[config.mk]
export PLATFORM = sky130hd
export DESIGN_NAME = sop_table_sweeper_flat
export DESIGN_NICKNAME = d
export VERILOG_FILES = /design/src/rtl/sop_table_sweeper_if.sv /design/src/rtl/sop_table_sweeper.sv /design/src/flat_wrapper.sv
export SDC_FILE = /design/constraint.sdc
export NUM_CORES = 1
export LEC_CHECK = 0
export CAP_MARGIN = 20
export CELL_PAD_IN_SITES_DETAIL_PLACEMENT = 2
export CELL_PAD_IN_SITES_GLOBAL_PLACEMENT = 2
export CORE_UTILIZATION = 25
export DETAILED_ROUTE_END_ITERATION = 12
export PLACE_DENSITY_LB_ADDON = 0.1
export SLEW_MARGIN = 5
export SYNTH_ARGS = -nofsm -noshare
export SYNTH_HDL_FRONTEND = slang
export SYNTH_SLANG_ARGS = --single-unit
[constraint.sdc]
create_clock -name clk -period 3.5 [get_ports clk]
set_clock_uncertainty 0.05 [all_clocks]
set_input_delay 0.525 -clock clk [delete_from_list [all_inputs] [get_ports clk]]
set_output_delay 0.525 -clock clk [all_outputs]
set_load 0.01 [all_outputs]
[src/rtl/sop_table_sweeper_if.sv]
// Bus between the truth-table sweeper and whatever drives it: table load, sweep control,
// per-vector output stream and end-of-sweep statistics.
interface sop_table_sweeper_if #(
    parameter int N_IN = 4
);
    localparam int T_W = 2 ** N_IN;
    localparam int C_W = N_IN + 1;

    logic           load;
    logic [T_W-1:0] table_in;
    logic [T_W-1:0] exp_in;
    logic           start;
    logic           hold;
    logic           busy;
    logic           out_valid;
    logic [N_IN-1:0] vec;
    logic           r;
    logic           done;
    logic [C_W-1:0] ones_cnt;
    logic [C_W-1:0] mis_cnt;
    logic [N_IN-1:0] first_mis;

    modport master (
        output load, table_in, exp_in, start, hold,
        input  busy, out_valid, vec, r, done, ones_cnt, mis_cnt, first_mis
    );

    modport slave (
        input  load, table_in, exp_in, start, hold,
        output busy, out_valid, vec, r, done, ones_cnt, mis_cnt, first_mis
    );
endinterface

[src/rtl/sop_table_sweeper.sv]
// Sweeps every input vector of an N-input truth table, one per clock, emitting f(vec) and
// accumulating minterm and mismatch statistics against an expected table.
module sop_table_sweeper #(
    parameter int N_IN = 4
) (
    input  logic                clk,
    input  logic                rst,
    sop_table_sweeper_if.slave  bus
);
    localparam int T_W = 2 ** N_IN;
    localparam int C_W = N_IN + 1;

    typedef enum logic [1:0] {IDLE, RUN, DONE} state_t;

    state_t           state, state_nxt;
    logic [T_W-1:0]   tbl_q, exp_q;
    logic [T_W-1:0]   tbl_eff, exp_eff;
    logic [C_W-1:0]   idx;
    logic             last;
    logic             emit;
    logic [N_IN-1:0]  cur_vec;
    logic             cur_r, cur_mis;
    logic [C_W-1:0]   base_ones, base_mis;
    logic [N_IN-1:0]  base_first;

    logic             out_valid_q, r_q;
    logic [N_IN-1:0]  vec_q, first_q;
    logic [C_W-1:0]   ones_q, mis_q;

    // idx is the next vector to emit; reaching 2**N_IN means the table is exhausted
    assign last = (idx == C_W'(T_W));

    always_ff @(posedge clk) begin
        if (rst) state <= IDLE;
        else     state <= state_nxt;
    end

    always_comb begin
        state_nxt = state;
        emit      = 1'b0;
        case (state)
            IDLE: if (bus.start) begin
                state_nxt = RUN;
                emit      = 1'b1;
            end
            RUN: if (!bus.hold) begin
                if (last) state_nxt = DONE;
                else      emit      = 1'b1;
            end
            DONE:    state_nxt = IDLE;
            default: state_nxt = IDLE;
        endcase
    end

    // Vector 0 is emitted on the start edge itself, using tables loaded on that same edge
    always_comb begin
        tbl_eff    = (state == IDLE && bus.load) ? bus.table_in : tbl_q;
        exp_eff    = (state == IDLE && bus.load) ? bus.exp_in   : exp_q;
        cur_vec    = (state == IDLE) ? '0 : idx[N_IN-1:0];
        cur_r      = tbl_eff[cur_vec];
        cur_mis    = tbl_eff[cur_vec] ^ exp_eff[cur_vec];
        base_ones  = (state == IDLE) ? '0 : ones_q;
        base_mis   = (state == IDLE) ? '0 : mis_q;
        base_first = (state == IDLE) ? '0 : first_q;
    end

    always_ff @(posedge clk) begin
        if (rst) begin
            tbl_q       <= '0;
            exp_q       <= '0;
            idx         <= '0;
            out_valid_q <= 1'b0;
            vec_q       <= '0;
            r_q         <= 1'b0;
            ones_q      <= '0;
            mis_q       <= '0;
            first_q     <= '0;
        end else begin
            if (state == IDLE && bus.load) begin
                tbl_q <= bus.table_in;
                exp_q <= bus.exp_in;
            end
            out_valid_q <= emit;
            if (emit) begin
                vec_q  <= cur_vec;
                r_q    <= cur_r;
                idx    <= C_W'(cur_vec) + C_W'(1);
                ones_q <= base_ones + C_W'(cur_r);
                mis_q  <= base_mis + C_W'(cur_mis);
                if (cur_mis && base_mis == '0) first_q <= cur_vec;
                else                           first_q <= base_first;
            end
        end
    end

    assign bus.busy      = (state == RUN);
    assign bus.done      = (state == DONE);
    assign bus.out_valid = out_valid_q;
    assign bus.vec       = vec_q;
    assign bus.r         = r_q;
    assign bus.ones_cnt  = ones_q;
    assign bus.mis_cnt   = mis_q;
    assign bus.first_mis = first_q;
endmodule
[src/flat_wrapper.sv]
// flat-port wrapper written by rule: the top's interface ports become plain ports
module sop_table_sweeper_flat 
#(
    parameter int N_IN = 4
)
  (clk, rst, bus_load, bus_table_in, bus_exp_in, bus_start, bus_hold, bus_busy, bus_out_valid, bus_vec, bus_r, bus_done, bus_ones_cnt, bus_mis_cnt, bus_first_mis);
  sop_table_sweeper_if #(.N_IN(N_IN)) bus_i ();
  input  logic clk;
  input  logic rst;
  input wire logic [$bits(bus_i.load)-1:0] bus_load;
  input wire logic [$bits(bus_i.table_in)-1:0] bus_table_in;
  input wire logic [$bits(bus_i.exp_in)-1:0] bus_exp_in;
  input wire logic [$bits(bus_i.start)-1:0] bus_start;
  input wire logic [$bits(bus_i.hold)-1:0] bus_hold;
  output wire logic [$bits(bus_i.busy)-1:0] bus_busy;
  output wire logic [$bits(bus_i.out_valid)-1:0] bus_out_valid;
  output wire logic [$bits(bus_i.vec)-1:0] bus_vec;
  output wire logic [$bits(bus_i.r)-1:0] bus_r;
  output wire logic [$bits(bus_i.done)-1:0] bus_done;
  output wire logic [$bits(bus_i.ones_cnt)-1:0] bus_ones_cnt;
  output wire logic [$bits(bus_i.mis_cnt)-1:0] bus_mis_cnt;
  output wire logic [$bits(bus_i.first_mis)-1:0] bus_first_mis;
  assign bus_i.load = bus_load;
  assign bus_i.table_in = bus_table_in;
  assign bus_i.exp_in = bus_exp_in;
  assign bus_i.start = bus_start;
  assign bus_i.hold = bus_hold;
  assign bus_busy = bus_i.busy;
  assign bus_out_valid = bus_i.out_valid;
  assign bus_vec = bus_i.vec;
  assign bus_r = bus_i.r;
  assign bus_done = bus_i.done;
  assign bus_ones_cnt = bus_i.ones_cnt;
  assign bus_mis_cnt = bus_i.mis_cnt;
  assign bus_first_mis = bus_i.first_mis;
  sop_table_sweeper #(.N_IN(N_IN)) u_core (.clk(clk), .rst(rst), .bus(bus_i));
endmodule
Yosys cells after proc, flatten, opt, wreduce, memory -nomap -nowiden:

Index checks and enable logic that the tools add are counted.

* add/subtract/negate cells: 3
* order comparisons: 1
* equality and inequality tests: 6
* multiplexer cells: 19
* bitwise gates (word level): 1
* reductions and logical operators: 7

Operators with widths (count)
* $mux W16: 2
* $mux W4: 3
* $add A5 B1 Y5: 2
* $mux W5: 2
* $bmux W1 S4: 2
* $mux W2: 3
* $add A4 B1 Y5 const B: 1
* $eq A5 B5 Y1 const B: 1
* $logic_not A5 Y1: 1
* $lt A4 B5 Y1 const B: 1
* $mux W1: 5
* $ne A2 B2 Y1 const B: 2
* $pmux W2 S2: 1
* $reduce_and A3 Y1: 1
* $eq A2 B1 Y1 const B: 1
* $eq A2 B2 Y1 const B: 1
* $logic_and A1 B1 Y1: 2
* $logic_not A2 Y1: 1
* $ne A2 B1 Y1 const B: 1
* $pmux W1 S2: 1
* $reduce_and A2 Y1: 1
* $reduce_bool A2 Y1: 1
* $xor A1 B1 Y1: 1

* register bits after elaboration: 59
* logic and storage cells: 47

Depth between registers and ports, before layout:

Gate-level depths: netlist of the first run.

* depth after elaboration: 9
* mapped depth: 12
* gate-level depth less buffers: 10

Least setup slack after synthesis of the first run:

Ideal clock, no wire load.

* kind: register to register
* start point: reg u_core.idx[0]
* end point: reg u_core.mis_q[4] (netlist: u_core.bus.mis_cnt[4])
* setup time: 0.086 ns
* arrival: 2.312 ns
* slack: 1.052 ns
* cell stages (with the launch flop): 12
* path buffers: 1
* period minus slack after synthesis: 2.448 ns
* path through: dfxtp_1 buf_6 mux4_2 a21oi_1 nor2_1 o32a_1 xor2_1 ha_1 ha_1 nand4_1 a21oi_1 a211oi_1

* longest elaborated chain between the ends: 5
* elaborated cells between the ends (all ways): 11

RTL lines
* from (decl): RTL line sop_table_sweeper.sv:18 `logic [C_W-1:0] idx;`
* from (signal assigned): RTL line sop_table_sweeper.sv:87 `idx <= C_W'(cur_vec) + C_W'(1);`
* $mux W4: RTL line sop_table_sweeper.sv:59 `cur_vec = (state == IDLE) ? '0 : idx[N_IN-1:0];`
* $bmux W1 S4: RTL line sop_table_sweeper.sv:61 `cur_mis = tbl_eff[cur_vec] ^ exp_eff[cur_vec];`
* $mux W1 (implied by the code): RTL line sop_table_sweeper.sv:61
* $xor A1 B1 Y1: RTL line sop_table_sweeper.sv:61
* $add A5 B1 Y5: RTL line sop_table_sweeper.sv:89 `mis_q <= base_mis + C_W'(cur_mis);`
* to (signal assigned): RTL line sop_table_sweeper.sv:89
* to (decl): RTL line sop_table_sweeper.sv:28 `logic [C_W-1:0] ones_q, mis_q;`

Several ways; a longest one is shown, not always the timed one. The select of a mux whose other input is x is not followed.
A chain may end at the register's enable or synchronous reset.

Worst setup path in the final report of the first run:

* start point: reg u_core.idx[0]
* end point: reg u_core.mis_q[4] (netlist: u_core.bus.mis_cnt[4])

* longest elaborated chain between the ends: 5
* elaborated cells between the ends (all ways): 11

RTL lines
* $mux W4: RTL line sop_table_sweeper.sv:59
* $bmux W1 S4
* $mux W1
* net u_core.cur_r: RTL line sop_table_sweeper.sv:22 `logic cur_r, cur_mis;`
* $xor A1 B1 Y1: RTL line sop_table_sweeper.sv:61
* $add A5 B1 Y5: RTL line sop_table_sweeper.sv:89

The timed path passes the listed nets, and every way through them passes these cells. The select of a mux whose other input is x is not followed.

==> results of run 1 <==
through the flow:
step                      instance area (µm²)  hold slack (ns)
after global routing                     3630            0.435
after floorplan                          2700            0.381
after CTS                                3630            0.413
final                                    3630            0.404
after global placement                   3370            0.392
after detailed placement                 3390            0.395
worst max-delay path, delay by kind of cell (launching register included):
kind | cells | cell delay (ns)
buffers and inverters | 1 | 0.29
muxes | 1 | 0.35
and+or+nand+nor | 1 | 0.12
xor gates and xnor gates | 1 | 0.21
DFF | 1 | 0.58
AOI/OAI and AO/OA | 4 | 0.82
adders and majority gates | 2 | 0.44
layout by cell type (no fill, tap or decap), types with 6 or more instances in the layout:
cell type        count
a21oi_1             52
buf_4                6
dfxtp_1             59
mux2i_1              9
clkdlybuf4s50_1     57
nand2_1             98
and2_1               6
o21ai_0              6
nor2_1              13
nand3_1              8
clkbuf_8             9
cells in the mapped netlist, types with 3 or more instances:
cell       number  area, µm²
nand2_1        98        368
dfxtp_1        59       1180
a21oi_1        52        260
clkbuf_1       19       71.3
nor2_1         13       48.8
mux2i_1         9       90.1
nand3_1         8       40.0
and2_1          6       37.5
o21ai_0         6       30.0
inv_1           5       18.8
a211oi_1        4       30.0
ha_1            4       50.1
nand4_1         4       25.0
nor3_1          4       20.0
mux4_2          3       67.6
nand3b_1        3       22.5
o2111ai_1       3       26.3
where the power goes:
part / switching, mW / leakage [nW] / internal [mW] / total [mW]
logic: 0.119 / 0.696 / 0.102 / 0.221
clock network: 0.307 / 0.124 / 0.479 / 0.786
registers: 0.0242 / 0.482 / 0.701 / 0.726
kinds of logic (layout without fill, tap and decap cells):
kind of cell,count (synthesis),count (layout),synth area share
AO/OA/AOI/OAI,81,81,0.175
XOR/XNOR,1,1,0.00325
adder cells (fa/ha/maj),4,4,0.0186
buffers and inverters,30,86,0.0497
flip-flops,59,59,0.438
multiplexers,14,14,0.0669
AND/OR/NAND/NOR,151,151,0.248
metal layers:
layer	up-vias	wire, µm	GRT usage
li1	1272	-	-
met1	1224	3970	0.203
met2	45	3960	0.274
met3	10	246	0.0272
met4	0	103	0.0595
met5	-	0	0
how the worst max path moves through the flow:
stage	from	end
4_1_cts	u_core.idx[0]$_SDFFE_PP0P_	u_core.bus.mis_cnt[4]$_SDFFE_PP0P_
3_5_place_dp	bus_load	u_core.bus.ones_cnt[4]$_SDFFE_PP0P_
5_1_grt	u_core.idx[0]$_SDFFE_PP0P_	u_core.bus.mis_cnt[4]$_SDFFE_PP0P_
3_3_place_gp	bus_load	u_core.bus.mis_cnt[4]$_SDFFE_PP0P_
6_report	u_core.idx[0]$_SDFFE_PP0P_	u_core.bus.mis_cnt[4]$_SDFFE_PP0P_
2_1_floorplan	u_core.idx[0]$_SDFFE_PP0P_	u_core.bus.mis_cnt[4]$_SDFFE_PP0P_
final cells by class:
cell class                      instances  share of cell area
Sequential cell                        59               0.325
Clock buffer                            9              0.0341
Inverter                                5             0.00516
Multi-Input combinational cell        251               0.380
Timing Repair Buffer                   65               0.175
Tap cell                              136              0.0468
Clock inverter                          7              0.0344
state kept, by name, indices dropped and copies added, names as in the netlist:
register	flops
u_core.state	2
u_core.bus.r	1
u_core.exp_q	16
u_core.tbl_q	16
u_core.bus.ones_cnt	5
u_core.bus.out_valid	1
u_core.idx	5
u_core.bus.vec	4
u_core.bus.mis_cnt	5
u_core.bus.first_mis	4
==> metrics.txt, run 1 <==
status=complete, no violations; asr flop ratio synth=0; area of the multi-input gates=between 0.001 and 0.0015 mm²; Final setup viols=0; Main synth FF type=dfxtp_1; FF/Latch Area=around 0.0012 mm²; r2r setup slk=around 0.53 ns; die height=106 µm; crit path max-delay cell type=dfxtp_1; kind of critical path=reg -> reg; Post-Syn Nets=381; Placed Cells=just over 500; core area=between 0.01 and 0.015 mm²; Seq cells post-synth=59; total of max-cap violations=0; Worst IR Drop VDD=about 0.15 mV; RSZ-0062 raised after global routing=false; CTS Sinks=59; largest net degree at the start of global routing=33; Syn Area/Cell=around 7.9 µm²; Fill cells=approximately 1200; hold depth=2; final hold vios=0; detailed-route wire length=slightly above 8 mm; Worst Setup End Kind=flop; final setup margin=approximately 0.53 ns; sequential fraction of the synthesis area=0.438; Worst-Margin Slew=between 0.6 and 0.7 ns; final std cells w/o fill=532; grt total ovfl=0; detailed-route DRC error count=0; CTS tree=built; DIE AREA=~0.011 mm²; crit-path cells=buf_4, mux2_1, a221oi_1, o21ai_1, xor2_1, ha_1, ha_1, nand4_1, a21oi_1, a211oi_1; share of layout cells above drive strength 1=0.0758; first-pass GRT wire length=~14 mm; fin util=0.351; H-Tree Depth=3; row count=37; Distinct cells, synth=between 40 and 50; CP Launch Type=flop; Setup Buffers After CTS=0; Pwr Total=~1.7 mW; power per cell area=between 400 and 500 mW/mm²; worst hold path class=reg -> reg; drt first-iter violations=57; Req. time, crit path=approximately 3.7 ns; n_diodes=0; GRT Total Usage=0.161; hold endpoint=u_core.bus.first_mis[2]$_SDFFE_PP0P_; PortBufs=58; Syn Std Cell Area=~0.0027 mm²; Worst path max stage delay=around 0.58 ns; WL/cell=between 15 and 20 µm; setup_tns=0 ns; clk buf depth=2; Leakage=~1.3 nW; final-report max-slew violation count=0; drt first pass iters=4; clock root buffer=clkbuf_8; post-DP HPWL=~6 mm; Initial Util=0.260; Detail Route Antenna Nets=0; number of nets in the layout=approximately 430; Max-slew headroom=0.556; DR vias/cell=4.80; RePlAce Congestion=0.727; RR Startpoint=u_core.idx[0]$_SDFFE_PP0P_; Area Growth Syn to Fin=34.9%; Post-Syn Instances=340; dpl ws=0.349 ns; cts bufs inserted=9; worst-case reg-to-reg path depth=10; number of flops mapped to enable cells by yosys=0; clk_lat worst skew=0.34 ns; FF-to-FF End=u_core.bus.mis_cnt[4]$_SDFFE_PP0P_; DR vias=2551; WP data arrival=roughly 3.2 ns; clock slew at reported path FFs=around 0.080 ns; worst hold start=u_core.bus.first_mis[2]$_SDFFE_PP0P_; # IOs=a little under 60; CP Max Fanout=13; vias in the first global route=roughly 2700; most used cell along the critical path=ha_1; Die X=roughly 110 µm; Tcrit/Tclk final=0.848; Synthesis Warnings=0; min cycle time layout=2.97 ns; Max Freq=between 0.3 and 0.4 GHz; cts hold-fix bufs=0; post-CTS sizing=0; initial antenna violation count=0
No activity file was read; power rests on OpenSTA's default activity.
==> inputs of run 2 (changes only) <==
clock period = 2.48 ns   (was 3.5 ns; I/O delays follow)
==> metrics.txt, run 2 (same netlist as run 1, synthesis figures left out) <==
status=finished with violations; violated checks=negative setup slack; Detail Route Antenna Nets=0 (unchanged); CP Max Fanout=4 (-9); Final setup viols=3 (+3); n_diodes=0 (unchanged); clk_lat worst skew=0.34 ns (about the same); cts bufs inserted=9 (unchanged); Leakage=1.40 nW (+7.2%); Tcrit/Tclk final=1.02 (+0.175); placed cell areas=0.00355 mm² (+4.8%); clk buf depth=2 (unchanged); grt total ovfl=0 (unchanged); worst hold path class=reg -> reg; detailed-route DRC error count=0 (unchanged); Worst IR Drop VDD=0.204 mV (+39%); DR vias=2644 (+3.6%); post-DP HPWL=6.10 mm (+2.8%); kind of critical path=reg -> reg; PortBufs=58 (unchanged); WP data arrival=2.68 ns (-0.49 ns); vias in the first global route=2796 (+2.0%); CTS Sinks=59 (unchanged); most common cell after layout, fill and taps aside=nand2_1; Die X=106 µm (unchanged); final-report max-slew violation count=0 (unchanged); dpl ws=-0.307 ns (-0.656 ns); Initial Util=0.260 (unchanged); CTS tree=built; initial antenna violation count=0 (unchanged); most frequent cells in the layout=97 x nand2_1, 57 x clkdlybuf4s50_1, 57 x dfxtp_1, 51 x a21oi_1, 27 x buf_4; Post-Layout Inst Area=0.00386 mm² (+6.1%); power per cell area=593 mW/mm² (+24%); clock root buffer=clkbuf_8; Max-slew headroom=0.531 (-0.0255); Worst Setup End Kind=flop; Max Freq=0.394 GHz (+17%); GR Util met3=0.0278 (+0.000618); # IOs=59 (unchanged); fin util=0.372 (+0.0215); routing usage on met1=0.201 (-0.00220); worst hold slack=0.412 ns (+0.00853 ns); drt first-iter violations=48 (-16%); min cycle time layout=2.54 ns (-0.431 ns); area of the multi-input gates=0.00146 mm² (+5.8%); clock slew at reported path FFs=0.07 ns (about the same); FF/Latch Area=0.00119 mm² (+0.42%); Area Growth Syn to Fin=43.1%; total of max-cap violations=0 (unchanged); final hold vios=0 (unchanged); Worst-Margin Slew=0.704 ns (+0.0382 ns); busiest layer in global routing=met2; Fill cells=1231 (+1.4%); cts hold-fix bufs=0 (unchanged); die height=106 µm (unchanged); WL/cell=15.1 µm (-3.1%); H-Tree Depth=3 (unchanged); share of layout cells above drive strength 1=0.158 (+0.0821); biggest regs=u_core.exp_q: 16 flops, u_core.tbl_q: 16 flops; Req. time, crit path=2.62 ns (-1.09 ns); first-pass GRT wire length=14.0 mm (-0.98%); detailed-route wire length=8.36 mm (+0.92%); RePlAce Congestion=0.709 (-2.5%); met2 Resource Use GR=0.276 (+0.00187); CP Launch Type=flop; largest net degree at the start of global routing=38 (+15%); DR vias/cell=4.77 (-0.47%); core area=0.0104 mm² (unchanged); DIE AREA=0.0112 mm² (unchanged); row count=37 (unchanged); GRT Total Usage=0.162 (+0.00144); number of nets in the layout=455 (+5.3%); drt first pass iters=4 (unchanged); RSZ-0062 raised after global routing=true; final setup margin=-0.0555 ns (-0.589 ns)
==> run 2: changes by cell type in the layout (fill, tap and decap cells not counted), sizes merged <==
cell      previous run  this run
clkinv               3         1
clkbuf               9        11
buf                  8        31
clkinvlp             0         2
bufinv               3         1
inv                  6         5
==> run 2: metrics by stage <==
stage / TNS [ns] / total power [mW] / cells
3_5_place_dp: -1.46 / 1.40 / 537
2_1_floorplan: 0 / 1.22 / 340
5_1_grt: -0.691 / 2.41 / 554
6_report: -0.110 / 2.29 / 554
4_1_cts: -0.246 / 2.32 / 553
3_3_place_gp: -0.980 / 1.39 / 537
==> run 2: final cells by class <==
type	instances	area share
Multi-Input combinational cell	251	0.379
Sequential cell	59	0.307
Timing Repair Buffer	88	0.213
Tap cell	136	0.0441
Clock buffer	11	0.0392
Clock inverter	4	0.0130
Inverter	5	0.00487
==> run 2: path summary, 6_finish.rpt <==
| kind | from | end | slack [ns] | cells after the start |
|---|---|---|---|---|
| setup reg to reg | u_core.idx[0]$_SDFFE_PP0P_ | u_core.bus.mis_cnt[2]$_SDFFE_PP0P_ | -0.06 | 12 |
| hold reg to reg | u_core.tbl_q[3]$_SDFF_PP0_ | u_core.tbl_q[3]$_SDFF_PP0_ | 0.41 | 2 |
| setup / recovery | u_core.idx[0]$_SDFFE_PP0P_ | u_core.bus.mis_cnt[2]$_SDFFE_PP0P_ | -0.06 | 12 |
| hold / removal | u_core.tbl_q[3]$_SDFF_PP0_ | u_core.tbl_q[3]$_SDFF_PP0_ | 0.41 | 2 |
==> run 2: layer usage <==
metal	vias to the layer above	part of all wire
met5	-	0
met4	0	0.016
met3	9	0.028
met2	43	0.48
met1	1274	0.47
li1	1318	-
==> run 2: critical path, cell delays in order (launching register included) <==
cell     delay (ns)
dfxtp_4        0.37
buf_6          0.09
mux4_2         0.50
a21oi_2        0.13
nor2_1         0.05
o32a_1         0.32
xor2_2         0.15
ha_2           0.23
ha_4           0.14
buf_4          0.10
a21oi_1        0.05
a21oi_1        0.15
nor2_1         0.06
==> run 2: repair_timing <==
| item | 4_1_cts | 5_1_grt |
|---|---|---|
| endpoints found under the setup margin | 6 | 6 |
| gates resized for setup | 7 | 14 |
| buffers inserted | 1 | 1 |
| pin swaps | 4 | 7 |
==> run 2: report_power, final <==
part	switching [mW]	total [mW]	internal [mW]	leakage [nW]
registers	0.0315	1.02	0.991	0.483
clock network	0.389	0.900	0.511	0.0974
logic	0.182	0.364	0.182	0.816
